### src/rtl/record_step_generator.sv
// rtl/record_step_generator.sv - pops 4-byte motion records from the FIFO and emits step/dir pulse trains
// Optional: define STEPGEN_RECORD_COUNT_EN to add the records_done counter output.
module record_step_generator #(
    parameter int WORD_SIZE    = 8,
    parameter int RECORD_WORDS = 4,
    parameter int FIFO_SIZE_W  = 5,
    parameter int AXES         = 4,
    parameter int PRESCALE     = 16,
    parameter int PULSE_WIDTH  = 16,
    parameter int DIR_SETUP    = 8
) (
    input  logic                   clk,
    input  logic                   rst,
    input  logic                   enable,
    input  logic [FIFO_SIZE_W-1:0] fifo_size,
    input  logic                   fifo_empty,
    output logic                   fifo_read_en,
    input  logic [WORD_SIZE-1:0]   fifo_data,
    output logic [AXES-1:0]        step,
    output logic [AXES-1:0]        dir,
    output logic                   busy
`ifdef STEPGEN_RECORD_COUNT_EN
    ,
    output logic [7:0]             records_done
`endif
);

    localparam logic [2:0] S_IDLE  = 3'd0;
    localparam logic [2:0] S_FETCH = 3'd1;
    localparam logic [2:0] S_SETUP = 3'd2;
    localparam logic [2:0] S_RUN   = 3'd3;
    localparam logic [2:0] S_DONE  = 3'd4;

    localparam logic [15:0] PRESCALE_W = 16'(PRESCALE);
    localparam logic [15:0] MIN_PERIOD = 16'(2 * PULSE_WIDTH);
    localparam logic [15:0] PULSE_W    = 16'(PULSE_WIDTH);
    localparam logic [15:0] SETUP_LAST = 16'(DIR_SETUP - 1);
    localparam logic [2:0]  FETCH_LAST = 3'(RECORD_WORDS);

    logic [2:0]      state;
    logic [2:0]      fcnt;
    logic [15:0]     scnt;
    logic [15:0]     pcnt;
    logic [15:0]     period;
    logic [15:0]     rc;
    logic [AXES-1:0] mask;
    logic [AXES-1:0] dir_nxt;
    logic            paused;
    logic            start_ok;
    logic [15:0]     ticks;
    logic [15:0]     prod;
    logic [15:0]     period_calc;

    // A record is only started when all of its words are already buffered.
    assign start_ok = enable && (fifo_size >= FIFO_SIZE_W'(RECORD_WORDS)) && !fifo_empty;

    always_comb begin
        ticks = 16'(fifo_data);
        if (ticks == 16'd0) begin
            ticks = 16'd1;
        end
        prod        = ticks * PRESCALE_W;
        period_calc = (prod < MIN_PERIOD) ? MIN_PERIOD : prod;
    end

    assign fifo_read_en = (state == S_FETCH) && (fcnt < FETCH_LAST);
    assign step         = (state == S_RUN && !paused && pcnt < PULSE_W) ? mask : '0;
    assign busy         = (state != S_IDLE);

    always_ff @(posedge clk or posedge rst) begin
        if (rst) begin
            state   <= S_IDLE;
            fcnt    <= '0;
            scnt    <= '0;
            pcnt    <= '0;
            period  <= '0;
            rc      <= '0;
            mask    <= '0;
            dir     <= '0;
            dir_nxt <= '0;
            paused  <= 1'b0;
`ifdef STEPGEN_RECORD_COUNT_EN
            records_done <= '0;
`endif
        end else begin
            case (state)
                S_IDLE: begin
                    if (start_ok) begin
                        state <= S_FETCH;
                        fcnt  <= '0;
                    end
                end
                S_FETCH: begin
                    // Read data lags the pop by one cycle, so byte k lands while fcnt == k+1.
                    fcnt <= fcnt + 3'd1;
                    case (fcnt)
                        3'd1: begin
                            mask    <= fifo_data[AXES-1:0];
                            dir_nxt <= fifo_data[4 +: AXES];
                        end
                        3'd2: rc[7:0]  <= fifo_data;
                        3'd3: rc[15:8] <= fifo_data;
                        3'd4: begin
                            period <= period_calc;
                            dir    <= dir_nxt;
                            scnt   <= '0;
                            state  <= S_SETUP;
                        end
                        default: ;
                    endcase
                end
                S_SETUP: begin
                    if (scnt == SETUP_LAST) begin
                        pcnt   <= '0;
                        paused <= 1'b0;
                        state  <= (rc == 16'd0) ? S_DONE : S_RUN;
                    end else begin
                        scnt <= scnt + 16'd1;
                    end
                end
                S_RUN: begin
                    if (paused) begin
                        if (enable) begin
                            paused <= 1'b0;
                        end
                    end else begin
                        if (pcnt == 16'd0) begin
                            rc <= rc - 16'd1;
                        end
                        // enable is only honoured at the period boundary so pulses never get cut.
                        if (pcnt == period - 16'd1) begin
                            pcnt <= '0;
                            if (rc == 16'd0) begin
                                state <= S_DONE;
                            end else if (!enable) begin
                                paused <= 1'b1;
                            end
                        end else begin
                            pcnt <= pcnt + 16'd1;
                        end
                    end
                end
                S_DONE: begin
`ifdef STEPGEN_RECORD_COUNT_EN
                    records_done <= records_done + 8'd1;
`endif
                    if (start_ok) begin
                        state <= S_FETCH;
                        fcnt  <= '0;
                    end else begin
                        state <= S_IDLE;
                    end
                end
                default: state <= S_IDLE;
            endcase
        end
    end

endmodule

### config.mk
export PLATFORM = sky130hd
export DESIGN_NAME = record_step_generator
export DESIGN_NICKNAME = d
export VERILOG_FILES = /design/src/rtl/record_step_generator.sv
export SDC_FILE = /design/constraint.sdc
export NUM_CORES = 1
export LEC_CHECK = 0
export ABC_AREA = 1
export ABC_CLOCK_PERIOD_IN_PS = 3220
export CAP_MARGIN = 20
export CORE_MARGIN = 2
export CORE_UTILIZATION = 45
export DETAILED_ROUTE_END_ITERATION = 10
export PLACE_DENSITY = 0.7
export SLEW_MARGIN = 20
export SYNTH_ARGS = -nofsm -noshare
export SYNTH_HDL_FRONTEND = slang
export SYNTH_SLANG_ARGS = --single-unit
### constraint.sdc
create_clock -name clk -period 3.22 [get_ports clk]
set_clock_uncertainty 0.2 [all_clocks]
set_input_delay 0.483 -clock clk [delete_from_list [all_inputs] [get_ports clk]]
set_output_delay 0.483 -clock clk [all_outputs]
set_load 0.05 [all_outputs]
==> summary.txt, run 1 <==
Run status
  • Status: finished, final reports clean

Drt
  • Drc violations: 0
  • Vias: 4370
  • Routed WL per cell: 13.5 um
  • Antenna Nets Post-Route: 0
  • Drt first pass iters: 5
  • 1st-iter DRT viols: 207
  • DR vias/cell: 5.31
  • Routed wire length: 11100 um

Synthesis
  • Sequential share of the synthesized area: 0.388
  • Synthesized area: 4840 sq um
  • Synth Net Count: 685
  • Syn avg cell area: 7.35 sq um
  • Cells after Synth: 658
  • Post-synthesis cell type count: 48
  • Most frequent cell after synthesis: nand2_1
  • Top_reg_cell synth: dfrtp_1
  • Synth top area cells: dfrtp_1, nand2_1, inv_1
  • Asr flop ratio synth: 1.00
  • Area share of the largest cell type after synthesis: 0.388
  • EDFF count, synth: 0
  • Top post-synthesis cells by count: nand2_1, inv_1, dfrtp_1
  • Post-synth top area cell: dfrtp_1
  • Yosys reg bits: 75
  • Synth warnings: 0

Cells and area
  • Area grow syn2layout: 11.0%
  • Layout cell share with drive strength beyond 1: 0.109
  • Nets: 709
  • Number of antenna diodes: 0

Power
  • NetSw: 1.93 mW
  • Total power: 4.10 mW
  • Static Leak: 2.44 nW
  • Reg power frac: 0.370
  • P_int: 2.17 mW
  • Clock share of power: 0.161
  • Worst VDD drop: 0.415 mV
  • P per Cell Area: 764 nW/um^2
  • Switching Share: 0.471
  • Comb pwr share: 0.469

Floorplan
  • Die Ht: 108 um
  • Top Ports: 27
  • Die X: 108 um
  • DIE AREA: 11600 sq um
  • Initial core utilization: 0.466
  • Num rows: 37
  • Core area: 10400 sq um

Critical path
  • Required time of the critical path: 2540 ps
  • Setup CP Type: flip-flop to output port
  • Crit path cell chain: nor3_4 > inv_4 > nor2_8 > clkdlybuf4s50_1
  • CP peak stage delay: 820 ps
  • Critical Path Slowest Stage Cell: clkdlybuf4s50_1
  • Critical path fanouts, max: 5
  • Crit path capture type: output port
  • Worst Path Arrival: 2210 ps
  • Critical path launch point type: flip-flop

Placement
  • # port buffers: 24
  • Gpl congestion: 0.900
  • Place WS: 625 ps
  • DP HPWL: 8240 um

GRT
  • First-pass GRT wire length: 19700 um
  • Initial antenna violation count: 0
  • Total Routing Usage GR: 0.211
  • Vias in the first global route: 4237
  • Grt total ovfl: 0
  • Largest net degree at the start of global routing: 41

Timing
  • Fin crit share: 0.899
  • Achievable Freq: 0.345 GHz
  • Setup TNS: 0 ps
  • Final Hold Violating Endpoints: 0
  • RSZ-0062 raised after global routing: no
  • Rel. slew slack: 0.639
  • Final Max Tran Viols: 0
  • Final WS setup: 325 ps
  • Slew @ Worst Pin: 537 ps
  • Period minus WS final: 2890 ps
  • Final Setup Violations: 0

Clock tree
  • Clk buf depth: 2
  • H-tree Lvls: 3
  • CTS root buf: clkbuf_8
  • TritonCTS Buffers: 9
  • Setup Fix Bufs, Post-CTS: 0
  • Worst-skew pair later-pin latency: 360 ps
  • Post-CTS sizing: 0
  • Reg clk slew, reported paths: 90 ps
  • CTS tree: yes
  • Cts hold-fix bufs: 0
  • Clk sinks: 75

Job
  • Max-cap violation count: 0

Min path
  • Worst min path class: input pin to async pin
[critical path, delay by kind of cell (launching register included)]
kind / cells / cell delay (ps)
flip-flops: 1 / 460
buffers and inverters: 2 / 940
AND/OR/NAND/NOR: 2 / 450
[power groups by stage]
stage | Sequential [mW] | Clock [mW] | Combinational [mW]
2_1_floorplan | 1.54 | 0 | 1.48
3_3_place_gp | 1.52 | 0 | 1.86
3_5_place_dp | 1.53 | 0 | 1.92
4_1_cts | 1.52 | 0.670 | 1.93
5_1_grt | 1.57 | 0.719 | 2.19
6_report | 1.52 | 0.659 | 1.92
[registers in the layout, indices dropped and copies added (netlist names)]
signal   flops
fcnt         3
period       8
rc          16
paused       1
mask         4
dir          4
state        3
dir_nxt      4
scnt        16
pcnt        16
[per-stage QoR]
step	cell area (sq um)	instances	utilization	hold WS, ps
floorplan	4840	658	-	244
global placement	5200	807	0.501	255
detailed placement	5200	807	0.501	261
CTS	5370	823	0.518	174
global route	5370	823	0.518	188
finish	5370	823	0.518	173
[metal layers]
layer | wire length (um) | track usage | up-vias | part of all wire
met4 | 180 | 0.0696 | 0 | 0.016
li1 | - | - | 2181 | -
met5 | 0 | 0 | - | 0
met2 | 5190 | 0.348 | 88 | 0.47
met1 | 5310 | 0.283 | 2081 | 0.48
met3 | 412 | 0.0351 | 20 | 0.037
[cell families after synthesis]
kind of cell,share of synthesized area
AO/OA/AOI/OAI,0.131
XOR/XNOR,0.0326
adder cells (fa/ha/maj),0.0259
buffers and inverters,0.100
flip-flops,0.388
multiplexers,0.00233
AND/OR/NAND/NOR,0.320
[path summary, 6_finish.rpt]
check / slack, ps / depth (start not counted) / end / start
setup / recovery: 330 / 4 / fifo_read_en / state[1]
hold / removal: 170 / 2 / rc[5] / rst
setup reg to reg: 580 / 10 / pcnt[2] / state[1]
hold reg to reg: 270 / 2 / dir[2] / dir[2]
max in group asynchronous: 1820 / 3 / dir_nxt[2] / rst
min in group clk: 270 / 2 / dir[2] / dir[2]
[area by class of cell]
cell class	instances	area, sq um
Multi-Input combinational cell	474	2470
Inverter	93	359
Tap cell	136	170
Timing Repair Buffer	29	318
Clock buffer	10	128
Sequential cell	75	1880
Fill cell	1065	5000
Clock inverter	6	41.3
[placed cells by master, fill, tap and decap left out, types with 2 or more instances in the layout]
master / count
clkbuf_8: 9
nand4_1: 14
nor2_2: 11
nand3b_1: 2
and3_1: 2
nor2_8: 2
o21ai_1: 3
o31ai_1: 2
clkinv_2: 4
inv_2: 3
a31oi_1: 6
nor3_2: 2
nand3_1: 36
nand2_4: 3
nor3b_1: 2
ha_1: 10
a21oi_1: 18
xor2_1: 12
xnor2_1: 6
buf_4: 5
a22o_1: 2
nand2_1: 164
o22ai_1: 10
inv_1: 86
nor3_1: 14
buf_12: 4
clkdlybuf4s50_1: 20
dfrtp_1: 75
nor2_1: 67
clkinvlp_4: 3
a21oi_2: 10
nor4_1: 6
nand2_2: 9
o21ai_0: 49
Power figures use the tool's default switching activity.
==> run 2: changes to the inputs <==
--- a/config.mk
+++ b/config.mk
@@ -9,9 +9,9 @@
 export ABC_CLOCK_PERIOD_IN_PS = 3220
 export CAP_MARGIN = 20
 export CORE_MARGIN = 2
-export CORE_UTILIZATION = 45
+export CORE_UTILIZATION = 30
 export DETAILED_ROUTE_END_ITERATION = 10
-export PLACE_DENSITY = 0.7
+export PLACE_DENSITY = 0.53
 export SLEW_MARGIN = 20
 export SYNTH_ARGS = -nofsm -noshare
 export SYNTH_HDL_FRONTEND = slang
==> run 2 against run 1 <==
Net effect:
- non-clock buffer count is 1 lower
- flip-flop and latch count did not move
- cell count grew 9.5%
- first-iteration DRC count is 24% higher
- power rose by 15%
- largest cell class unchanged
- combinational power about the same
- via count decreased by 1.3%
- sequential share of layout area decreased by 1.9 points
- critical endpoint unchanged
==> summary.txt, run 2 (synthesis results as in run 1) <==
Run status
  • Status: finished, final reports clean (unchanged)

Cells and area
  • Layout cell share with drive strength beyond 1: 0.108 (was 0.109)
  • Most frequent cells in the layout: nand2_1, inv_1, dfrtp_1, nor2_1, o21ai_0 (unchanged)
  • Area grow syn2layout: 17.2% (was 11.0%)
  • Largest regs: pcnt x16, rc x16, scnt x16 (unchanged)
  • Commonest non-fill, non-tap cell in the layout: nand2_1 (unchanged)
  • Nets: 708 (was 709)
  • Post-route cell area: 5670 sq um (was 5370 sq um)
  • Area occupied by multi-input gates: 2470 sq um (unchanged)
  • Number of antenna diodes: 0 (unchanged)
  • FILL cells: 1652 (was 1065)
  • Register Area: 1880 sq um (unchanged)

GRT
  • Initial antenna violation count: 0 (unchanged)
  • Total Routing Usage GR: 0.149 (was 0.211)
  • Largest net degree at the start of global routing: 47 (was 41)
  • Grt total ovfl: 0 (unchanged)
  • First-pass GRT wire length: 20200 um (was 19700 um)
  • Vias in the first global route: 4163 (was 4237)

Power
  • Switching Share: 0.417 (was 0.471)
  • Reg power frac: 0.323 (was 0.370)
  • Static Leak: 2.54 nW (was 2.44 nW)
  • Worst VDD drop: 0.506 mV (was 0.415 mV)
  • NetSw: 1.96 mW (was 1.93 mW)
  • Comb pwr share: 0.409 (was 0.469)
  • P per Cell Area: 829 nW/um^2 (was 764 nW/um^2)
  • Clock share of power: 0.268 (was 0.161)
  • P_int: 2.74 mW (was 2.17 mW)

Timing
  • Final Setup Violations: 0 (unchanged)
  • Period minus WS final: 2820 ps (was 2890 ps)
  • RSZ-0062 raised after global routing: no (unchanged)
  • Achievable Freq: 0.355 GHz (was 0.345 GHz)
  • Final Hold Violating Endpoints: 0 (unchanged)
  • Setup TNS: 0 ps (unchanged)
  • Rel. slew slack: 0.655 (was 0.639)
  • Slew @ Worst Pin: 516 ps (was 537 ps)
  • Fin crit share: 0.875 (was 0.899)
  • Final Max Tran Viols: 0 (unchanged)

Clock tree
  • Cts hold-fix bufs: 0 (unchanged)
  • Post-CTS sizing: 0 (unchanged)
  • CTS tree: yes (unchanged)
  • Worst-skew pair later-pin latency: 340 ps (was 360 ps)
  • Reg clk slew, reported paths: 60 ps (was 90 ps)
  • H-tree Lvls: 3 (unchanged)
  • Clk buf depth: 2 (unchanged)
  • Setup Fix Bufs, Post-CTS: 0 (unchanged)
  • CTS root buf: clkbuf_16 (was clkbuf_8)
  • Clk sinks: 75 (unchanged)
  • TritonCTS Buffers: 9 (unchanged)

Floorplan
  • Die X: 131 um (was 108 um)
  • DIE AREA: 17200 sq um (was 11600 sq um)
  • Top Ports: 27 (unchanged)
  • Core area: 15800 sq um (was 10400 sq um)
  • Num rows: 46 (was 37)
  • Initial core utilization: 0.306 (was 0.466)
  • Die Ht: 131 um (was 108 um)

Placement
  • Gpl congestion: 0.891 (was 0.900)
  • # port buffers: 24 (unchanged)
  • DP HPWL: 8790 um (was 8240 um)
  • Area post-placement: 5300 sq um (was 5200 sq um)

Critical path
  • Worst Path Arrival: 2130 ps (was 2210 ps)
  • Crit path capture type: output port (unchanged)
  • Setup CP Type: flip-flop to output port (unchanged)
  • Critical path fanouts, max: 5 (unchanged)
  • Required time of the critical path: 2540 ps (about the same)
  • Critical path launch point type: flip-flop (unchanged)

Drt
  • DR vias/cell: 4.79 (was 5.31)
  • Drt first pass iters: 4 (was 5)
  • Antenna Nets Post-Route: 0 (unchanged)
  • Vias: 4312 (was 4370)
  • Routed wire length: 11800 um (was 11100 um)
  • Routed WL per cell: 13.1 um (was 13.5 um)
  • Drc violations: 0 (unchanged)
  • 1st-iter DRT viols: 256 (was 207)

Min path
  • Worst min path class: input pin to async pin (unchanged)

Job
  • Max-cap violation count: 0 (unchanged)
run 2: changes by cell type in the layout (fill, tap and decap cells not counted), sizes merged:
| cell | before | now |
|---|---|---|
| bufinv | 0 | 4 |
| clkinvlp | 3 | 0 |
| buf | 9 | 8 |
| clkinv | 5 | 4 |
| inv | 91 | 90 |
run 2: critical path, cell delays in order (launching register included):
cell	delay, ps
dfrtp_1	440
nor3_4	310
inv_4	120
nor2_8	110
clkdlybuf4s50_1	800
run 2: through the flow:
step	utilization	worst slack (ps)	instances	power [mW]	hold WS, ps
5_1_grt	0.358	302	901	5.08	205
3_3_place_gp	0.335	753	886	3.41	256
3_5_place_dp	0.335	741	886	3.46	260
6_report	0.358	403	901	4.70	194
2_1_floorplan	-	627	658	3.02	244
4_1_cts	0.358	364	901	4.75	192
run 2: power groups by stage:
stage / Sequential [mW] / Combinational, mW / Clock [mW]
after floorplan: 1.54 / 1.48 / 0
after global placement: 1.52 / 1.89 / 0
after detailed placement: 1.52 / 1.93 / 0
after CTS: 1.51 / 1.95 / 1.29
after global routing: 1.56 / 2.19 / 1.33
final: 1.52 / 1.92 / 1.26
run 2: worst paths after layout:
check | startpoint | endpoint | slack [ps] | cells past startpoint
setup / recovery | state[1] | fifo_read_en | 400 | 4
hold / removal | rst | rc[9] | 190 | 2
setup reg to reg | scnt[0] | pcnt[15] | 810 | 11
hold reg to reg | dir[3] | dir[3] | 270 | 2
max in group asynchronous | rst | pcnt[3] | 2050 | 3
min in group clk | dir[3] | dir[3] | 270 | 2
run 2: routing by layer:
| metal | global-route usage | routed length [um] | up-vias |
|---|---|---|---|
| met1 | 0.200 | 5690 | 2050 |
| met3 | 0.0342 | 462 | 13 |
| li1 | - | - | 2186 |
| met4 | 0.0388 | 138 | 0 |
| met2 | 0.244 | 5480 | 63 |
| met5 | 0 | 0 | - |
run 2: area by class of cell:
class,count,area share
clock buffer,10,0.0422
inverter,93,0.0634
tap,216,0.0477
multi-input combinational,474,0.437
clock inverter,5,0.0221
timing repair buffer,28,0.0570
sequential,75,0.331
